File: src/rtl/int_dispatch_buf_pkg.sv
// Shared types for the integer dispatch path.
// uop_types carries the renamed uop layout.
// int_rs_types carries the dispatch-buffer group type and its sizing constants.
package uop_types;
  localparam int PRF_IDX = 6;

  typedef struct packed {
    logic [7:0]         opcode;
    logic [PRF_IDX-1:0] rd_phy;
    logic [PRF_IDX-1:0] rs1_phy;
    logic               rs1_valid;
    logic [PRF_IDX-1:0] rs2_phy;
    logic               rs2_valid;
  } uop_t;
endpackage

package int_rs_types;
  import uop_types::*;

  localparam int ID_WIDTH   = 2;
  localparam int DISP_DEPTH = 4;
  localparam int DISP_IDX   = $clog2(DISP_DEPTH);
  localparam int CDB_WIDTH  = 2;

  typedef struct packed {
    logic [ID_WIDTH-1:0] valid;
    uop_t [ID_WIDTH-1:0] uop;
  } disp_grp_t;
endpackage

File: src/rtl/int_dispatch_buf_wakeup.sv
// Combinational CDB matcher for one uop.
// A broadcast to physical register 0 never wakes anything, because p0 is the
// hard-wired zero register and is never produced.
module disp_wakeup
  import uop_types::*;
#(
  parameter int CDB_WIDTH = 2
) (
  input  uop_t                              uop_in,
  input  logic [CDB_WIDTH-1:0]              cdb_valid,
  input  logic [CDB_WIDTH-1:0][PRF_IDX-1:0] cdb_rd_phy,
  output uop_t                              uop_out
);

  logic hit1_s;
  logic hit2_s;

  // Reduce all broadcast ports into one hit per source operand.
  always_comb begin
    hit1_s = 1'b0;
    hit2_s = 1'b0;
    for (int k = 0; k < CDB_WIDTH; k++) begin
      hit1_s = hit1_s | (cdb_valid[k] && (cdb_rd_phy[k] != {PRF_IDX{1'b0}}) &&
                         (cdb_rd_phy[k] == uop_in.rs1_phy));
      hit2_s = hit2_s | (cdb_valid[k] && (cdb_rd_phy[k] != {PRF_IDX{1'b0}}) &&
                         (cdb_rd_phy[k] == uop_in.rs2_phy));
    end
  end

  // Set the ready bits on a hit; all other fields pass through unchanged.
  always_comb begin
    uop_out           = uop_in;
    uop_out.rs1_valid = uop_in.rs1_valid | hit1_s;
    uop_out.rs2_valid = uop_in.rs2_valid | hit2_s;
  end

endmodule

File: src/rtl/int_dispatch_buf.sv
// Dispatch-side group FIFO that feeds the integer reservation station.
// Head and tail pointers carry an extra wrap bit, so full and empty are both
// derived from the pointers alone.
// Buffered uops snoop the CDB every cycle, and the head group also gets a
// same-cycle bypass on its way out to the RS.
module int_dispatch_buf
  import uop_types::*;
#(
  parameter int ID_WIDTH   = int_rs_types::ID_WIDTH,
  parameter int DISP_DEPTH = int_rs_types::DISP_DEPTH,
  parameter int CDB_WIDTH  = int_rs_types::CDB_WIDTH,
  parameter int DISP_IDX   = $clog2(DISP_DEPTH)
) (
  input  logic                              clk,
  input  logic                              rst,
  input  logic                              flush,
  input  logic [ID_WIDTH-1:0]               rn_valid,
  input  uop_t [ID_WIDTH-1:0]               rn_uop,
  output logic                              rn_ready,
  output logic [ID_WIDTH-1:0]               rs_valid,
  output uop_t [ID_WIDTH-1:0]               rs_uop,
  input  logic                              rs_ready,
  input  logic [CDB_WIDTH-1:0]              cdb_valid,
  input  logic [CDB_WIDTH-1:0][PRF_IDX-1:0] cdb_rd_phy
);

  logic [DISP_IDX:0]   head_r;
  logic [DISP_IDX:0]   tail_r;
  logic [ID_WIDTH-1:0] valid_mem_r [DISP_DEPTH];
  uop_t [ID_WIDTH-1:0] uop_mem_r   [DISP_DEPTH];
  uop_t [ID_WIDTH-1:0] woken_mem_s [DISP_DEPTH];
  uop_t [ID_WIDTH-1:0] rn_woken_s;

  logic [DISP_IDX-1:0] head_idx_s;
  logic [DISP_IDX-1:0] tail_idx_s;
  logic                empty_s;
  logic                full_s;
  logic                enq_s;
  logic                deq_s;

  assign head_idx_s = head_r[DISP_IDX-1:0];
  assign tail_idx_s = tail_r[DISP_IDX-1:0];
  assign empty_s    = (head_r == tail_r);
  assign full_s     = (head_idx_s == tail_idx_s) && (head_r[DISP_IDX] != tail_r[DISP_IDX]);
  assign enq_s      = (|rn_valid) && !full_s && !flush;
  assign deq_s      = !empty_s && rs_ready && !flush;
  assign rn_ready   = !full_s;

  // Wakeup matchers: one per stored lane, one per incoming lane, and one per
  // output lane for the head bypass.
  for (genvar s = 0; s < DISP_DEPTH; s++) begin : g_slot
    for (genvar l = 0; l < ID_WIDTH; l++) begin : g_lane
      disp_wakeup #(.CDB_WIDTH(CDB_WIDTH)) u_mem_wake (
        .uop_in     (uop_mem_r[s][l]),
        .cdb_valid  (cdb_valid),
        .cdb_rd_phy (cdb_rd_phy),
        .uop_out    (woken_mem_s[s][l])
      );
    end
  end

  for (genvar l = 0; l < ID_WIDTH; l++) begin : g_io_lane
    disp_wakeup #(.CDB_WIDTH(CDB_WIDTH)) u_rn_wake (
      .uop_in     (rn_uop[l]),
      .cdb_valid  (cdb_valid),
      .cdb_rd_phy (cdb_rd_phy),
      .uop_out    (rn_woken_s[l])
    );
    disp_wakeup #(.CDB_WIDTH(CDB_WIDTH)) u_out_wake (
      .uop_in     (uop_mem_r[head_idx_s][l]),
      .cdb_valid  (cdb_valid),
      .cdb_rd_phy (cdb_rd_phy),
      .uop_out    (rs_uop[l])
    );
  end

  // Present the head group; flush suppresses it so that no transfer counts.
  always_comb begin
    rs_valid = {ID_WIDTH{1'b0}};
    if (!empty_s && !flush) begin
      rs_valid = valid_mem_r[head_idx_s];
    end else begin
      rs_valid = {ID_WIDTH{1'b0}};
    end
  end

  // Pointer update. Flush beats enqueue and dequeue.
  always_ff @(posedge clk) begin
    if (!rst) begin
      head_r <= {(DISP_IDX+1){1'b0}};
      tail_r <= {(DISP_IDX+1){1'b0}};
    end else if (flush) begin
      head_r <= {(DISP_IDX+1){1'b0}};
      tail_r <= {(DISP_IDX+1){1'b0}};
    end else begin
      if (enq_s) begin
        tail_r <= tail_r + {{DISP_IDX{1'b0}}, 1'b1};
      end
      if (deq_s) begin
        head_r <= head_r + {{DISP_IDX{1'b0}}, 1'b1};
      end
    end
  end

  // Slot storage: apply wakeup to every slot, then write the enqueued group,
  // which has already been woken by this cycle's broadcasts.
  always_ff @(posedge clk) begin
    if (!rst) begin
      for (int s = 0; s < DISP_DEPTH; s++) begin
        valid_mem_r[s] <= {ID_WIDTH{1'b0}};
        uop_mem_r[s]   <= '0;
      end
    end else if (!flush) begin
      for (int s = 0; s < DISP_DEPTH; s++) begin
        uop_mem_r[s] <= woken_mem_s[s];
      end
      if (enq_s) begin
        valid_mem_r[tail_idx_s] <= rn_valid;
        uop_mem_r[tail_idx_s]   <= rn_woken_s;
      end
    end
  end

endmodule

File: config.mk
export PLATFORM = sky130hd
export DESIGN_NAME = int_dispatch_buf
export DESIGN_NICKNAME = d
export VERILOG_FILES = /design/src/rtl/int_dispatch_buf_pkg.sv /design/src/rtl/int_dispatch_buf_wakeup.sv /design/src/rtl/int_dispatch_buf.sv
export SDC_FILE = /design/constraint.sdc
export NUM_CORES = 1
export LEC_CHECK = 0
export ABC_AREA = 0
export BUFFER_PORTS_ARGS = -buffer_cell sky130_fd_sc_hd__buf_2
export CAP_MARGIN = 20
export CORE_ASPECT_RATIO = 2
export CORE_MARGIN = 2
export CORE_UTILIZATION = 45
export CTS_CLUSTER_DIAMETER = 50
export CTS_CLUSTER_SIZE = 28
export DETAILED_ROUTE_END_ITERATION = 8
export GPL_ROUTABILITY_DRIVEN = 0
export GPL_TIMING_DRIVEN = 0
export PLACE_DENSITY = 0.71
export SETUP_SLACK_MARGIN = 0.3
export SLEW_MARGIN = 10
export SYNTH_ARGS = -nofsm -noshare
export SYNTH_HDL_FRONTEND = slang
export SYNTH_SLANG_ARGS = --single-unit
File: constraint.sdc
create_clock -name clk -period 7.3 [get_ports clk]
set_clock_uncertainty 0.1 [all_clocks]
set_input_delay 0 -clock clk [delete_from_list [all_inputs] [get_ports clk]]
set_output_delay 0 -clock clk [all_outputs]
set_load 0.1 [all_outputs]
# ---- Yosys cells after proc, flatten, opt, wreduce, memory -nomap -nowiden
# Memories as Yosys holds them, arrays and structs flattened. A register that Yosys moved wholly into a read port is not among the register bits.
# Cells that the tools add are included.
dict set report classes {
  n_addsub 2
  n_eq_ne 51
  n_mux 20
  bitwise_logic 53
  reduce_logical 64
}
# operator count
set ops {}
lappend ops {{$eq A6 B6 Y1} 48}
lappend ops {{$mux W56} 4}
lappend ops {{$logic_and A1 B1 Y1} 56}
lappend ops {{$or A1 B1 Y1} 52}
lappend ops {{$mux W2} 7}
lappend ops {{$reduce_bool A6 Y1} 2}
lappend ops {{$mux W1} 9}
lappend ops {{$add A3 B1 Y3 const B} 2}
lappend ops {{$reduce_or A2 Y1} 3}
lappend ops {{$eq A3 B3 Y1} 1}
lappend ops {{$logic_not A1 Y1} 3}
lappend ops {{$eq A2 B2 Y1} 1}
lappend ops {{$ne A1 B1 Y1} 1}
lappend ops {{$not A1 Y1} 1}
dict set report totals {
  ff_bits 6
  mem_bits_rw 232
  in_bits 76
  out_inout_bits 59
  elab_cells 194
  mem_count 2
}
# name depth width rd rd_clocked_by_memory_dff wr line
set memory_table {}
lappend memory_table {uop_mem_r 4 56 5 1 5 int_dispatch_buf.sv:30} ;# uop_t [ID_WIDTH-1:0] uop_mem_r [DISP_DEPTH];
lappend memory_table {valid_mem_r 4 2 1 1 4 int_dispatch_buf.sv:29} ;# logic [ID_WIDTH-1:0] valid_mem_r [DISP_DEPTH];

# ---- Depth between registers and ports, before layout
# Gate-level depths: netlist of run 1.
dict set report logic_depth {
  depth_word 11
  mapped_depth 9
}

# ---- Hierarchy
# A second synthesis of run 1 with hierarchy kept.
dict set report hier_totals {
  hier_cells 1660
  hier_area_um2 18536.5
}
# module n_inst cells_each area_each_um2 seq_area_each_um2
set modules_own_cells {}
lappend modules_own_cells {int_dispatch_buf 1 892 12440.7 7126.8}
lappend modules_own_cells {disp_wakeup 12 64 508.0 0.0}

# ---- Worst setup path before layout of run 1
# No wires, ideal clock.
dict set report synth_timing {
  path_kind {reg2reg}
  startpoint {register tail_r[0]}
  endpoint {memory uop_mem_r[3][10] in the netlist's numbering (enable)}
  setup_ns 0.534
  arrival_time_ns 4.906
  setup_slack_ns 1.761
  path_stages_with_launch 6
  n_path_buf 1
  cell_sequence {dfxtp_1 -> buf_2 -> xnor2_1 -> a311oi_2 -> nand2_1 -> o21ai_0}
}
# element line
set synth_rtl {}
lappend synth_rtl {{start: declaration} int_dispatch_buf.sv:28} ;# logic [DISP_IDX:0] tail_r;
lappend synth_rtl {{start signal: assignment} int_dispatch_buf.sv:91} ;# tail_r <= {(DISP_IDX+1){1'b0}};
lappend synth_rtl {{start signal: assignment} int_dispatch_buf.sv:94} ;# tail_r <= {(DISP_IDX+1){1'b0}};
lappend synth_rtl {{start signal: assignment} int_dispatch_buf.sv:97} ;# tail_r <= tail_r + {{DISP_IDX{1'b0}}, 1'b1};
lappend synth_rtl {{end: declaration} int_dispatch_buf.sv:30}

==> results of run 1 <==
[cell usage after synthesis, types with 2 or more instances]
| master | instances |
|---|---|
| a21oi_1 | 8 |
| a221o_1 | 2 |
| a22o_1 | 5 |
| a311oi_2 | 2 |
| a31oi_1 | 2 |
| and2_0 | 2 |
| and2_1 | 57 |
| and3_1 | 157 |
| buf_1 | 7 |
| buf_2 | 38 |
| buf_4 | 5 |
| buf_6 | 3 |
| clkbuf_1 | 43 |
| dfxtp_1 | 8 |
| edfxtp_1 | 232 |
| ha_1 | 5 |
| inv_1 | 6 |
| mux2i_1 | 12 |
| mux4_2 | 56 |
| nand2_1 | 15 |
| nand2b_1 | 5 |
| nand3_1 | 2 |
| nand4_1 | 43 |
| nor2_1 | 14 |
| nor2b_1 | 3 |
| nor3_1 | 17 |
| nor4_1 | 47 |
| o21ai_0 | 4 |
| o22ai_1 | 2 |
| o2bb2ai_1 | 13 |
| o31ai_1 | 3 |
| o31ai_4 | 2 |
| or2_2 | 2 |
| or3_1 | 8 |
| or4_4 | 2 |
| xnor2_1 | 180 |
| xor2_1 | 110 |
[layout by cell type (no fill, tap or decap), drive strengths merged, types with 8 or more instances in the layout]
master / instances
edfxtp: 232
nor2: 14
dlygate4sd3: 60
nor4: 47
clkbuf: 60
xnor2: 180
or3: 8
mux2i: 12
a21oi: 8
clkinv: 8
mux4: 56
nand2: 15
dfxtp: 8
nand4: 43
xor2: 110
o2bb2ai: 13
buf: 180
inv: 11
and3: 157
and2: 59
nor3: 17
[layout make-up]
type / instances / area (um^2)
clock buffers: 17 / 425
inverters: 6 / 22.5
flip-flops and latches: 240 / 7130
clock inverters: 13 / 171
plain buffers: 96 / 449
multi-input cells: 787 / 6690
well taps: 423 / 529
fillers: 2679 / 14600
repair buffers: 187 / 1340
[state kept, by name, indices dropped and copies added (netlist names), named ones only]
name,flops
uop_mem_r,224
head_r,3
tail_r,3
valid_mem_r,8
[through the flow]
stage               TNS (ps)  hold WS, ps  total power, uW
floorplan                  0         98.2             2100
CTS                        0         1.65             3330
global route               0         33.9             3410
finish                     0         33.6             3340
global placement      -85450          207             2280
detailed placement         0          212             2300
[path summary, 6_finish.rpt]
| path | from | to | slack, ps |
|---|---|---|---|
| setup reg to reg | tail_r[0] | uop_mem_r[0][31] | 4150 |
| setup / recovery | flop | rs_uop[7] | 3260 |
| hold reg to reg | tail_r[2] | tail_r[2] | 500 |
| hold / removal | rn_uop[35] | uop_mem_r[0][35] | 30 |
[where the power goes]
| group | internal, uW | leakage [uW] | switching [uW] |
|---|---|---|---|
| clock network | 472 | 0.000289 | 558 |
| logic | 212 | 0.00373 | 469 |
| registers | 1570 | 0.00249 | 50.3 |
[repair_timing]
item,in CTS,in global routing
hold buffers,60,0
endpoints found under the hold margin,242,0
resized for setup,0,0
[worst max-delay path: stages (launching register included)]
cell,delay (ps)
dfxtp_1,550
buf_2,420
buf_2,420
mux2i_1,450
mux2i_1,260
xnor2_1,200
nand3_1,110
o31ai_1,480
buf_2,520
[routing by layer]
| layer | share of wire [%] | track usage, % |
|---|---|---|
| met5 | 0 | 0 |
| met2 | 48 | 45.2 |
| met4 | 5.1 | 12.6 |
| met3 | 11 | 5.81 |
| met1 | 36 | 37.3 |
[cells by family (layout without fill, tap and decap cells)]
| logic type | Yosys count | count (layout) |
|---|---|---|
| simple gates | 375 | 375 |
| mux | 69 | 69 |
| flops | 240 | 240 |
| buf+inv | 102 | 319 |
| fa+ha+maj | 5 | 5 |
| xor+xnor | 290 | 290 |
| compound gates | 48 | 48 |
==> results.json, run 1 <==
{
  "status": "finished clean",
  "tightestPinTransition_ps": 1030,
  "final_cell_area_mm2": 0.0168,
  "drc_errors": 0,
  "crit_path_end_kind": "output pin",
  "syn_inst": 1129,
  "antenna_found_initial": 0,
  "dr.pass1.iters": 6,
  "maxSlewViolCount": 0,
  "area_delta_synth_final_pct": 17.5,
  "ir_drop_mv": 0.239,
  "dp_cells": 1679,
  "insertion_delay_ps": 530,
  "yosysTopAreaCell": "edfxtp_1",
  "synth.ff_latch_count": 240,
  "utilization_pct": 53.5,
  "drive_gt1_share_pct": 20.1,
  "hpwl_mm": 32.8,
  "grt_overflow_total": 0,
  "vias_per_cell": 6.24,
  "yosysSeqAreaShare_pct": 50.0,
  "required_ps": 7200,
  "synth_top_family_by_area": "XOR/XNOR gates",
  "ys_top_cells_by_area": "edfxtp_1 49%, xnor2_1 11%, mux4_2 8.8%, and3_1 6.9%, xor2_1 6.8%",
  "drt_iter0_markers": 1270,
  "cts_buffers": 17,
  "synth_area_mm2": 0.0143,
  "die_area_mm2": 0.0332,
  "synth_edf_count": 232,
  "start_util_pct": 45.5,
  "grt_start_max_net_pins": 53,
  "p_leak_uw": 0.00651,
  "io_pins": 135,
  "critical_path.startpoint_type": "flop",
  "grt_first_pass_wirelength_mm": 69.9,
  "hold_class": "input pin to flop",
  "reg2reg_depth": 6,
  "synth_area_per_cell_um2": 12.6,
  "place_area_mm2": 0.0156,
  "fin_crit_sh_pct": 55.4,
  "fp-row-count": 92,
  "first_global_vias": 11000,
  "ys_async_sr_fraction_pct": 0,
  "synth_xor_area_share_pct": 17.8,
  "port_buffers": 122,
  "arrival_ps": 3940,
  "path_max_fanout": 10,
  "slew_headroom_pct": 31.5,
  "p_per_area_mw_per_mm2": 199,
  "post_cts_buffers": 0,
  "synthAdderAreaFrac_pct": 0.439,
  "synth_flop_cell": "edfxtp_1",
  "setup_ws_ps": 3260,
  "yosysWarnings": 0,
  "period_needed_ps": 4040,
  "synth-compound-area-share_pct": 2.80,
  "cts.clk_slew.worst_paths_ps": 90,
  "wl_per_cell_um": 27.0,
  "root_buffer": "clkbuf_16",
  "setup_viol": 0,
  "die_y_um": 256,
  "routed_wl_mm": 47.7,
  "clock_path_buffers": 3,
  "rsz0062_at_grt": "false",
  "dp_slack_ps": 3950,
  "fmax_mhz": 247,
  "synthMuxAreaShare_pct": 9.77,
  "coreArea_mm2": 0.0313,
  "yosys.area_share.simple_pct": 15.9,
  "synthesis.nets": 1210,
  "crit_type": "flop to output pin",
  "hold_viol": 0,
  "drtAntennaViolNets": 0,
  "cts_tree": "yes",
  "antennaDiodeCount": 0,
  "synth_top_area_share_pct": 48.9,
  "num-nets-final": 1416,
  "cts_sinks": 240,
  "grt_usage_pct": 28.4,
  "htreeDepth": 1,
  "holdPathStages": 3,
  "synthDistinctLibCells": 44,
  "final_cells": 1769,
  "num_vias": 11000,
  "die_w_um": 130,
  "drv_cap": 0
}
(Power assumes the default switching activity.)
==> run 2, diff against run 1 <==
ABC_AREA = 1   (was 0)
PLACE_DENSITY = 0.73   (was 0.71)
clock period = 3.38 ns   (was 7.3 ns; I/O delays follow)
==> results.json, run 2 <==
{
  "path_cells": "buf_4 -> buf_2 -> nand2_1 -> nand3_1 -> nand2_1 -> nand2_1 -> nand3_1 -> nor2_1 -> nand3_1 -> nand3_1 -> buf_4",
  "htreeDepth": 1,
  "ir_drop_mv": 0.641,
  "slew_headroom_pct": 14.0,
  "antennaDiodeCount": 0,
  "vias_per_cell": 5.92,
  "utilization_pct": 52.6,
  "port_buffers": 123,
  "syn_inst": 2030,
  "tns_ps": 0,
  "required_ps": 3280,
  "path_max_fanout": 10,
  "grt_start_max_net_pins": 53,
  "start_util_pct": 45.5,
  "first_global_vias": 15200,
  "yosysSeqAreaShare_pct": 46.9,
  "coreArea_mm2": 0.0334,
  "wl_per_cell_um": 24.9,
  "synth_edf_count": 232,
  "synthDistinctLibCells": 31,
  "status": "finished clean",
  "ys_async_sr_fraction_pct": 0,
  "post_cts_buffers": 0,
  "arrival_ps": 3010,
  "antenna_found_initial": 1,
  "yosysTopAreaCell": "edfxtp_1",
  "yosysWarnings": 0,
  "drv_cap": 0,
  "synth.ff_latch_count": 240,
  "path_delay_family": "simple AND/OR/NAND/NOR gates",
  "rsz0062_at_grt": "true",
  "crit_type": "flop to output pin",
  "root_buffer": "clkbuf_16",
  "insertion_delay_ps": 520,
  "largest_reg_flops": 224,
  "io_pins": 135,
  "ys_top_cells_by_area": "edfxtp_1 46%, nand2_1 15%, nor2_1 9.1%, nand3_1 5.2%, inv_1 4.5%",
  "grt_usage_pct": 37.4,
  "drtAntennaViolNets": 0,
  "hold_class": "input pin to flop",
  "period_needed_ps": 3110,
  "final_cell_mix": "602 x nand2_1, 367 x nor2_1, 232 x edfxtp_1",
  "tightestPinTransition_ps": 1280,
  "crit_path_end_kind": "output pin",
  "die_area_mm2": 0.0354,
  "synthesis.nets": 2111,
  "drc_errors": 0,
  "cts_buffers": 13,
  "fin_crit_sh_pct": 92.1,
  "cts_tree": "yes",
  "cts_sinks": 240,
  "num_vias": 15800,
  "critPathBufInv": 3,
  "crit_top_cell": "nand3_1",
  "clock_path_buffers": 3,
  "drt_iter0_markers": 2136,
  "synth_area_per_cell_um2": 7.49,
  "num-nets-final": 2317,
  "area_delta_synth_final_pct": 15.6,
  "die_y_um": 264,
  "fp-row-count": 95,
  "routed_wl_mm": 66.7,
  "die_w_um": 134,
  "synth_flop_cell": "edfxtp_1",
  "hold_viol": 0,
  "maxSlewViolCount": 0,
  "dr.pass1.iters": 8,
  "cts.clk_slew.worst_paths_ps": 110,
  "fmax_mhz": 321,
  "cp_slowest_cell": "dfxtp_1",
  "max_stage_delay_ps": 410,
  "drive_gt1_share_pct": 12.5,
  "top_register": "uop_mem_r",
  "final_common_cell": "nand2_1",
  "setup_viol": 0,
  "synth_top_area_share_pct": 45.8,
  "grt_overflow_total": 0,
  "reg_top3": "uop_mem_r (224), valid_mem_r (8)",
  "hpwl_mm": 47.4,
  "synth.most_common_cell": "nand2_1",
  "synth_area_mm2": 0.0152,
  "p_leak_uw": 0.00804,
  "ys_top_cells_by_count": "606 x nand2_1, 368 x nor2_1, 232 x edfxtp_1, 182 x inv_1, 158 x nand3_1",
  "critical_path.startpoint_type": "flop",
  "grt_first_pass_wirelength_mm": 95.6,
  "p_per_area_mw_per_mm2": 402
}
## run 2: cell types whose count changed in the layout (fill, tap and decap cells not counted), moves of 56 or more
cell | before | now
xnor2_1 | 180 | 26
mux4_2 | 56 | 0
o21ai_0 | 3 | 75
nand2_1 | 15 | 602
nand3_1 | 2 | 158
and3_1 | 157 | 0
inv_1 | 6 | 182
and2_1 | 57 | 0
xor2_1 | 110 | 44
nor2_1 | 14 | 367
## run 2: cell type report
cell class                      instances  area [um^2]
Fill cell                            3138        15800
Sequential cell                       240         7130
Multi-Input combinational cell       1487         6850
Timing Repair Buffer                  191         1370
Inverter                              187          707
Buffer                                116          581
Tap cell                              436          546
Clock buffer                           14          329
Clock inverter                          7         65.1
## run 2: per-layer routing
| metal | part of all wire [%] | vias up | global-route usage, % |
|---|---|---|---|
| met2 | 46 | 1203 | 61.1 |
| met3 | 11 | 369 | 9.50 |
| li1 | - | 6968 | - |
| met5 | 0.016 | - | 0 |
| met1 | 29 | 7307 | 37.4 |
| met4 | 13 | 2 | 37.5 |
## run 2: per-stage QoR
stage	setup WS (ps)	cells	total power, uW	hold WS [ps]	instance area, um^2
2_1_floorplan	532	2030	4660	91.0	15200
3_3_place_gp	54.7	2589	5160	195	16400
3_5_place_dp	601	2595	5200	199	16500
4_1_cts	301	2677	6950	199	17500
5_1_grt	212	2678	7240	261	17600
6_report	266	2678	7070	205	17600
## run 2: kinds of logic after synthesis
family / Yosys count / synth area share (%)
buffers and inverters: 303 / 8.37
adders and majority gates: 5 / 0.411
xor gates and xnor gates: 70 / 4.03
DFF: 240 / 46.9
AOI/OAI and AO/OA: 138 / 4.96
and+or+nand+nor: 1274 / 35.4
## run 2: final timing paths
path / slack (ps) / start / depth (start not counted) / to
max reg2reg: 680 / tail_r[0] / 6 / uop_mem_r[0][40]
max: 270 / flop / 11 / rs_uop[28]
min: 210 / cdb_valid[1] / 7 / uop_mem_r[0][7]
min reg2reg: 420 / tail_r[2] / 2 / tail_r[2]
## run 2: repair_timing
item	4_1_cts	5_1_grt
hold buffers	61	0
hold endpoints to repair	249	0
endpoints found under the setup margin	15	34
resized for setup	8	28
## run 2: where the power goes
part	switching [uW]	leakage [uW]	internal [uW]
Combinational	1370	0.00536	416
Clock	1020	0.000195	746
Sequential	108	0.00248	3410
Total	2500	0.00804	4570
## run 2: worst reg2reg max path, stage by stage (launching register included)
cell	delay [ps]
dfxtp_1	490
xnor2_1	200
nand3_2	220
nand4_2	300
buf_2	480
nand2_4	290
buf_16	310
